<file path="config.mk">
export PLATFORM = sky130hd
export DESIGN_NAME = cs_microsequencer
export DESIGN_NICKNAME = d
export VERILOG_FILES = /design/src/rtl/cs_microsequencer.sv
export SDC_FILE = /design/constraint.sdc
export NUM_CORES = 1
export LEC_CHECK = 0
export ABC_CLOCK_PERIOD_IN_PS = 2400
export CAP_MARGIN = 20
export CORE_UTILIZATION = 37
export DETAILED_ROUTE_END_ITERATION = 8
export PLACE_DENSITY_LB_ADDON = 0.25
export SKIP_CTS_REPAIR_TIMING = 1
export SLEW_MARGIN = 30
export SYNTH_ARGS = -nofsm -noshare
export SYNTH_HDL_FRONTEND = slang
export SYNTH_SLANG_ARGS = --single-unit
</file>
<file path="constraint.sdc">
create_clock -name CS_Sequencer_CLOCK_50 -period 2.4 [get_ports CS_Sequencer_CLOCK_50]
set_clock_uncertainty 0.2 [all_clocks]
set_input_delay 0.48 -clock CS_Sequencer_CLOCK_50 [delete_from_list [all_inputs] [get_ports CS_Sequencer_CLOCK_50]]
set_output_delay 0.48 -clock CS_Sequencer_CLOCK_50 [all_outputs]
set_load 0.02 [all_outputs]
</file>
<file path="src/rtl/cs_microsequencer.sv">
`default_nettype none
// ============================================================================
// Module   : cs_microsequencer
// Purpose  : Micro-program sequencer for the control store. Holds the micro-PC,
//            evaluates the next-address control of the current microinstruction
//            against the datapath flags, drives the control-store address mux
//            select and performs the opcode-decode handshake with the IR.
// Option   : `define CS_SEQ_CALL_EN to add a STACK_DEPTH-entry return-address
//            stack (CALL/RET). Without it CALL acts as JUMP, RET as NEXT and
//            seq_err is tied low.
// Ports    : CS_Sequencer_CLOCK_50    - clock
//            CS_Sequencer_RESET_InLow - async active-low reset
//            seq_start / seq_stall    - start pulse / freeze this cycle
//            uinst_ctrl/jump/cond_sel - microinstruction next-address fields
//            cond_flags               - {V,C,N,Z}
//            dec_opcode/dec_valid     - opcode from the instruction register
//            dec_req                  - opcode request (only while waiting)
//            mux_sel                  - 00 next, 01 jump, 10 decode
//            upc / fetch_valid        - micro-PC and live-microinstruction flag
//            seq_err                  - sticky stack over/underflow
// Revision : 1.0 - initial release
// ============================================================================
module cs_microsequencer #(
  parameter int ADDR_WIDTH   = 11,
  parameter int DECODE_WIDTH = 8,
  parameter int STACK_DEPTH  = 4
) (
  input  logic                    CS_Sequencer_CLOCK_50,
  input  logic                    CS_Sequencer_RESET_InLow,
  input  logic                    seq_start,
  input  logic                    seq_stall,
  input  logic [2:0]              uinst_ctrl,
  input  logic [ADDR_WIDTH-1:0]   uinst_jump,
  input  logic [2:0]              uinst_cond_sel,
  input  logic [3:0]              cond_flags,
  input  logic [DECODE_WIDTH-1:0] dec_opcode,
  input  logic                    dec_valid,
  output logic                    dec_req,
  output logic [1:0]              mux_sel,
  output logic [ADDR_WIDTH-1:0]   upc,
  output logic                    fetch_valid,
  output logic                    seq_err
);

  // The decode address is {1, opcode, 00}, so the widths must line up exactly.
  if ((ADDR_WIDTH != DECODE_WIDTH + 3) || (STACK_DEPTH < 1)) begin : g_param_check
    $error("cs_microsequencer: ADDR_WIDTH must equal DECODE_WIDTH+3 and STACK_DEPTH >= 1");
  end

  typedef enum logic [1:0] {
    ST_IDLE     = 2'd0,
    ST_RUN      = 2'd1,
    ST_WAIT_DEC = 2'd2,
    ST_HALT     = 2'd3
  } state_t;

  localparam logic [ADDR_WIDTH-1:0] UPC_ONE = {{(ADDR_WIDTH-1){1'b0}}, 1'b1};

  state_t                  state_q, state_d;
  logic [ADDR_WIDTH-1:0]   upc_q, upc_d;
  logic [ADDR_WIDTH-1:0]   upc_inc;
  logic [ADDR_WIDTH-1:0]   dec_addr;
  logic                    cond_true;

  assign upc_inc  = upc_q + UPC_ONE;          // wraps modulo 2^ADDR_WIDTH
  assign dec_addr = {1'b1, dec_opcode, 2'b00};

  // Flags are packed {V,C,N,Z}.
  always_comb begin
    cond_true = 1'b1;
    case (uinst_cond_sel)
      3'd0:    cond_true = 1'b1;
      3'd1:    cond_true = cond_flags[0];
      3'd2:    cond_true = cond_flags[1];
      3'd3:    cond_true = cond_flags[2];
      3'd4:    cond_true = cond_flags[3];
      3'd5:    cond_true = ~cond_flags[0];
      3'd6:    cond_true = ~cond_flags[1];
      default: cond_true = ~cond_flags[2];
    endcase
  end

`ifdef CS_SEQ_CALL_EN
  localparam int SPW = $clog2(STACK_DEPTH + 1);
  localparam int IW  = (STACK_DEPTH > 1) ? $clog2(STACK_DEPTH) : 1;

  logic [ADDR_WIDTH-1:0] stack_q [STACK_DEPTH];
  logic [SPW-1:0]        sp_q, sp_d;
  logic                  push;
  logic                  err_q, err_d;
  logic                  stack_full, stack_empty;
  logic [IW-1:0]         push_idx, top_idx;

  assign stack_full  = (sp_q == SPW'(STACK_DEPTH));
  assign stack_empty = (sp_q == '0);
  assign push_idx    = IW'(sp_q);
  assign top_idx     = IW'(sp_q - {{(SPW-1){1'b0}}, 1'b1});
`endif

  always_comb begin
    state_d = state_q;
    upc_d   = upc_q;
    mux_sel = 2'b00;
`ifdef CS_SEQ_CALL_EN
    sp_d    = sp_q;
    push    = 1'b0;
    err_d   = err_q;
`endif
    case (state_q)
      ST_IDLE: begin
        if (seq_start && !seq_stall) state_d = ST_RUN;
      end
      ST_HALT: begin
        if (seq_start && !seq_stall) begin
          state_d = ST_RUN;
          upc_d   = upc_inc;
        end
      end
      ST_WAIT_DEC: begin
        mux_sel = 2'b10;
        // A stalled cycle must not consume the opcode.
        if (dec_valid && !seq_stall) begin
          state_d = ST_RUN;
          upc_d   = dec_addr;
        end
      end
      default: begin // ST_RUN
        // mux_sel reflects the decoded ctrl; stall only blocks the update.
        case (uinst_ctrl)
          3'b001, 3'b100: mux_sel = 2'b01;
          3'b010:         mux_sel = 2'b10;
          3'b011:         mux_sel = cond_true ? 2'b01 : 2'b00;
          default:        mux_sel = 2'b00;
        endcase
        if (!seq_stall) begin
          case (uinst_ctrl)
            3'b001: upc_d = uinst_jump;
            3'b010: begin
              if (dec_valid) upc_d = dec_addr;
              else           state_d = ST_WAIT_DEC;
            end
            3'b011: upc_d = cond_true ? uinst_jump : upc_inc;
            3'b100: begin
`ifdef CS_SEQ_CALL_EN
              // Overflowing push is dropped but the jump is still taken.
              if (stack_full) begin
                err_d = 1'b1;
              end else begin
                push = 1'b1;
                sp_d = sp_q + {{(SPW-1){1'b0}}, 1'b1};
              end
`endif
              upc_d = uinst_jump;
            end
            3'b101: begin
`ifdef CS_SEQ_CALL_EN
              if (stack_empty) begin
                err_d = 1'b1;
                upc_d = upc_inc;
              end else begin
                upc_d = stack_q[top_idx];
                sp_d  = sp_q - {{(SPW-1){1'b0}}, 1'b1};
              end
`else
              upc_d = upc_inc;
`endif
            end
            3'b110:  state_d = ST_HALT;
            default: upc_d = upc_inc; // NEXT and reserved 111
          endcase
        end
      end
    endcase
  end

  always_ff @(posedge CS_Sequencer_CLOCK_50 or negedge CS_Sequencer_RESET_InLow) begin
    if (!CS_Sequencer_RESET_InLow) begin
      state_q <= ST_IDLE;
      upc_q   <= '0;
    end else begin
      state_q <= state_d;
      upc_q   <= upc_d;
    end
  end

`ifdef CS_SEQ_CALL_EN
  always_ff @(posedge CS_Sequencer_CLOCK_50 or negedge CS_Sequencer_RESET_InLow) begin
    if (!CS_Sequencer_RESET_InLow) begin
      sp_q  <= '0;
      err_q <= 1'b0;
      for (int i = 0; i < STACK_DEPTH; i++) stack_q[i] <= '0;
    end else begin
      sp_q  <= sp_d;
      err_q <= err_d;
      if (push) stack_q[push_idx] <= upc_inc;
    end
  end

  assign seq_err = err_q;
`else
  assign seq_err = 1'b0;
`endif

  assign upc         = upc_q;
  assign fetch_valid = (state_q == ST_RUN);
  assign dec_req     = (state_q == ST_WAIT_DEC);

endmodule
`default_nettype wire

</file>
# Yosys cells after proc, flatten, opt, wreduce, memory -nomap -nowiden

Index checks and enable logic that the tools add are counted.
Widths: inputs -> output; s select.

Eq/ne operators: 22
Reductions and logical operators: 10
Multiplexer cells: 17
Add/sub/neg operators: 1
Bitwise operators: 4

Operators by type and width:

| cell                  | number |
|---|---|
| $mux 11               | 5 |
| $pmux 11 s4           | 1 |
| $pmux 11 s3           | 1 |
| $eq 3x3->1 const B    | 5 |
| $eq 3x2->1 const B    | 4 |
| $pmux 2 s2            | 3 |
| $add 11x1->11 const B | 1 |
| $mux 2                | 4 |
| $pmux 1 s7            | 1 |
| $eq 3x1->1 const B    | 2 |
| $pmux 2 s3            | 1 |
| $reduce_and 6->1      | 1 |
| $reduce_and 5->1      | 1 |
| $eq 2x2->1 const B    | 2 |
| $ne 2x1->1 const B    | 2 |
| $ne 4x3->1 const B    | 1 |
| $ne 4x4->1 const B    | 1 |
| $not 1->1             | 4 |
| $reduce_bool 4->1     | 1 |
| $reduce_or 2->1       | 2 |
| $logic_not 3->1       | 1 |
| $ne 3x1->1 const B    | 1 |
| $ne 3x2->1 const B    | 1 |
| $ne 3x3->1 const B    | 1 |
| other kinds (6)       | 7 |

Output and inout port bits: 16
Flip-flop bits (word level): 13

# Depth between registers and ports, before layout

Depth in word-level cells: 6
Gate-level depth with buffers: 9
Gate-level depth less buffers: 7

# Worst setup path after synthesis

OpenSTA, ideal clock, no wires.

Kind: input to output
Start: in uinst_ctrl[2]
End: out mux_sel[0]
Slack: 145 ps
Buffers on the path: 1
Arrival: 1575 ps
Data required time: 1720 ps
Stages: 5
Cells stage by stage: buf_6 -> nor2b_1 -> inv_1 -> nor3_1 -> o21a_1

Longest elaborated chain between the ends: 4
Elaborated cells between the ends (all ways): 7
Those cells by class: 4 x eq/ne; 2 x mux; 1 x reduce/logical

Ends and longest elaborated chain:

| item                                     | line | text |
|---|---|---|
| start: declaration                       | 32   | `input logic [2:0] uinst_ctrl,` |
| $eq 3x3->1 or $eq 3x1->1 (tied branches) | 129  | `case (uinst_ctrl)` |
| $reduce_or 2->1 (no source line)         | n/a  |  |
| $pmux 2 s3 *                             | 129  |  |
| $pmux 2 s2 *                             | 109  | `case (state_q)` |
| end: declaration                         | 39   | `output logic [1:0] mux_sel,` |

Every way passes the cells marked *; elsewhere a longest branch is shown, timed or not.

# Final worst setup path

Start: in cond_flags[3]
End: out mux_sel[0]

Longest elaborated chain between the ends: 4

Ends and longest elaborated chain:

| item               | line | text |
|---|---|---|
| start: declaration | 35   | `input logic [3:0] cond_flags,` |
| $pmux 1 s7         | 71   | `case (uinst_cond_sel)` |
| $mux 1             | 132  | `3'b011: mux_sel = cond_true ? 2'b01 : 2'b00;` |
| $pmux 2 s3         | 129  |  |
| $pmux 2 s2         | 109  |  |

No other way between the ends.

==> impl_metrics.yaml <==
sta:
  drv_slew: 0
  max-slew-margin-rel_pct: 57.5
  hold_viol: 0
  period_share_pct: 101
  worst_pin_slew_ns: 0.635
  setup_viol: 1
  setup_ws_ns: -0.0228
  period_minus_slack_ns: 2.42
  grt_setup_unrepaired: "yes"
  fmax_mhz: 413
global_route:
  overflow: 0
  grt_max_degree: 14
  grt_pass1_vias: 1820
  track_usage_pct: 25.3
  grt_pass1_wl_mm: 8.54
  antenna_found_initial: 0
critical_path:
  cp_cell_sequence: "clkdlybuf4s50_1 -> nor2b_2 -> o32ai_4 -> nor3_2 -> o21a_1 -> buf_6"
  crit_family: "buffers and inverters"
  cp.arrival_ns: 1.74
  cp-start-kind: "primary input"
  critPathRequiredTime_ns: 1.72
  crit_path_max_incr_delay_ns: 0.45
  r2r_cells: 8
  path_buf_inv: 2
  critPathMaxFanout: 2
  critical_path_depth: 6
  cp-end-kind: "output port"
  slowest_stage: "clkdlybuf4s50_1"
  worstSetupPathType: "in2out"
logic_synthesis:
  synth-compound-area-share_pct: 33.1
  syn_avg_cell_area_um2: 7.85
  synth_xor_area_share_pct: 2.76
  ys_seq_area_share_pct: 20.5
  synth_warnings: 0
  synth_top_area_share_pct: 20.5
  synth_area_leaders: "dfrtp_1 (21%), mux2i_1 (5.1%), nand2_1 (4.5%)"
  yosys-top-cells-count: "nand2_1 (19), o21ai_0 (14), dfrtp_1 (13)"
  synth_ff_type: "dfrtp_1"
  synth_top_cell_by_area: "dfrtp_1"
  syn_area_mm2: 0.00159
  synth_enable_flop_cells: 0
  synth-simple-area-share_pct: 25.3
  synth_top_family_by_area: "compound AO/OA/AOI/OAI gates"
  synthAdderAreaFrac_pct: 3.95
  async_reset_ff_share_pct: 100
  synthCells: 202
  muxShareOfSynthArea_pct: 8.05
  ys_seq_elements: 13
  yosysMostFrequentCell: "nand2_1"
  syn-num-nets: 241
  ys_types: 53
clock_tree:
  path_clk_slew_ns: 0.06
  cts_buffers: 3
  numClockSinks: 13
  clockBufferDepth: 2
  cts_max_level: 1
  cts_tree: "done"
  root_buffer: "clkbuf_8"
  clk_latency_ns: 0.25
floorplan:
  ios: 50
  die_w_um: 67.5
  core_mm2: 0.00406
  placementRows: 23
  start_util_pct: 39.1
  dieArea_mm2: 0.00455
  die_y_um: 67.5
drt:
  first_pass_iters: 4
  drc: 0
  wire_per_inst_um: 16.3
  wirelength_mm: 5.52
  vias: 1966
  antenna_left: 0
  avgViaCountPerCell: 5.82
  drtIter0Drc: 172
layout:
  drive_gt1_share_pct: 23.3
  fin_util_pct: 61.9
  diodes: 0
  finish.instance_area_mm2: 0.00251
  fillCellCount: 366
  layout.nets: 328
  area_growth_pct: 58.5
pwr:
  p_per_area_mw_per_mm2: 1010
  p_switching_mw: 1.18
  switching_share_pct: 46.7
  intPower_mw: 1.35
  power_leakage_nw: 1.14
  p_total_mw: 2.53
  ir_drop_mv: 0.440
  power.share.clock_pct: 8.3
  seqPwrFrac_pct: 19.4
  combPwrFrac_pct: 72.3
flow_run:
  maxCapViolations: 0
worst_hold_path:
  hp-class: "reg2reg"
  min_path_cells: 2
outcome:
  violations: "negative setup slack"
  outcome: "finished, violations left"
placement:
  hpwl_mm: 4.12
  gp_congestion: 0.943
  postPlaceCellArea_mm2: 0.00238
  io_buffers: 48
-- logic make-up (layout without fill, tap and decap cells) --
| family | after synthesis | count (layout) |
|---|---|---|
| mux | 12 | 12 |
| xor+xnor | 5 | 5 |
| other cells | 1 | 1 |
| compound gates | 71 | 71 |
| fa+ha+maj | 5 | 5 |
| buf+inv | 22 | 108 |
| flops | 13 | 13 |
| simple gates | 73 | 73 |
-- power by group through the flow --
stage	logic [mW]	registers [mW]	clock network, mW
detailed placement	1.81	0.489	0
global placement	1.79	0.484	0
CTS	1.81	0.486	0.217
global route	2.00	0.506	0.224
floorplan	0.969	0.547	0
finish	1.83	0.491	0.211
-- area by class of cell --
| type | count | area [um2] | area share [%] |
|---|---|---|---|
| well taps | 50 | 62.6 | 2.49 |
| clock buffers | 4 | 45.0 | 1.79 |
| flip-flops and latches | 13 | 325 | 12.9 |
| multi-input cells | 167 | 1190 | 47.5 |
| inverters | 11 | 41.3 | 1.64 |
| repair buffers | 93 | 846 | 33.7 |
-- registers in the layout, summed over array words and instances, names as in the netlist --
signal and cells:
upc 11, state_q 2
-- metrics by stage --
| step | TNS (ns) | worst slack (ns) | std cells | hold slack (ns) |
|---|---|---|---|---|
| floorplan | 0 | 0.145 | 202 | -0.0156 |
| global placement | -2.94 | -0.615 | 330 | 0.346 |
| detailed placement | -3.29 | -0.656 | 330 | 0.364 |
| CTS | -1.17 | -0.655 | 334 | 0.378 |
| global route | -0.0587 | -0.0587 | 338 | 0.419 |
| finish | -0.0228 | -0.0228 | 338 | 0.377 |
-- worst reg2reg max path: stages (launching register included) --
cell      delay [ns]
dfrtp_1         0.40
inv_1           0.08
ha_2            0.23
buf_4           0.16
a221oi_4        0.33
o21ai_2         0.16
buf_4           0.19
a221o_1         0.25
o22ai_1         0.17
-- layout by cell type, fill, tap and decap left out, types with 2 or more instances in the layout --
master / Yosys / routed
a211oi_1: 2 / 2
a21boi_0: 2 / 2
nor2b_2: 0 / 2
nor3b_1: 2 / 2
xnor2_1: 4 / 4
a221oi_1: 2 / 2
nand3b_1: 4 / 4
and3_1: 2 / 2
dfrtp_1: 13 / 13
o31ai_1: 2 / 2
nand2_1: 19 / 19
nand2b_1: 5 / 5
o221ai_1: 3 / 3
buf_4: 1 / 44
o21a_1: 5 / 5
o211ai_1: 6 / 6
o22ai_1: 8 / 8
a221o_1: 2 / 2
mux2i_1: 8 / 8
mux2_2: 3 / 3
a22o_1: 2 / 2
nor2_1: 9 / 9
o21ai_0: 14 / 14
clkdlybuf4s50_1: 0 / 35
o2111ai_1: 4 / 4
ha_1: 5 / 4
nand4_1: 6 / 6
dlymetal6s2s_1: 0 / 11
clkbuf_8: 0 / 3
or2_2: 2 / 2
or3_1: 2 / 2
buf_6: 1 / 2
nor3_1: 3 / 2
a31oi_1: 2 / 2
nand3_1: 7 / 7
nor2b_1: 4 / 2
inv_1: 11 / 11
a21oi_1: 10 / 10
o32ai_1: 2 / 2
-- routing by layer --
layer  GRT usage, %  wire length [um]  vias to the layer above
li1               -                 -                      942
met4           10.1               117                        0
met2           40.6              2630                       69
met3           4.22               267                       12
met5              0                 0                        -
met1           33.4              2500                      943
-- path summary, 6_finish.rpt --
kind                                           from    endpoint  slack (ns)
max                                   cond_flags[3]  mux_sel[0]       -0.02
min                                          upc[9]      upc[9]        0.38
max reg2reg                              state_q[0]      upc[0]        0.14
min reg2reg                                  upc[9]      upc[9]        0.38
max in group asynchronous  CS_Sequencer_RESET_InLow  state_q[0]        1.17
min in group asynchronous  CS_Sequencer_RESET_InLow      upc[8]        0.42
No activity file was read; power rests on OpenSTA's default activity.
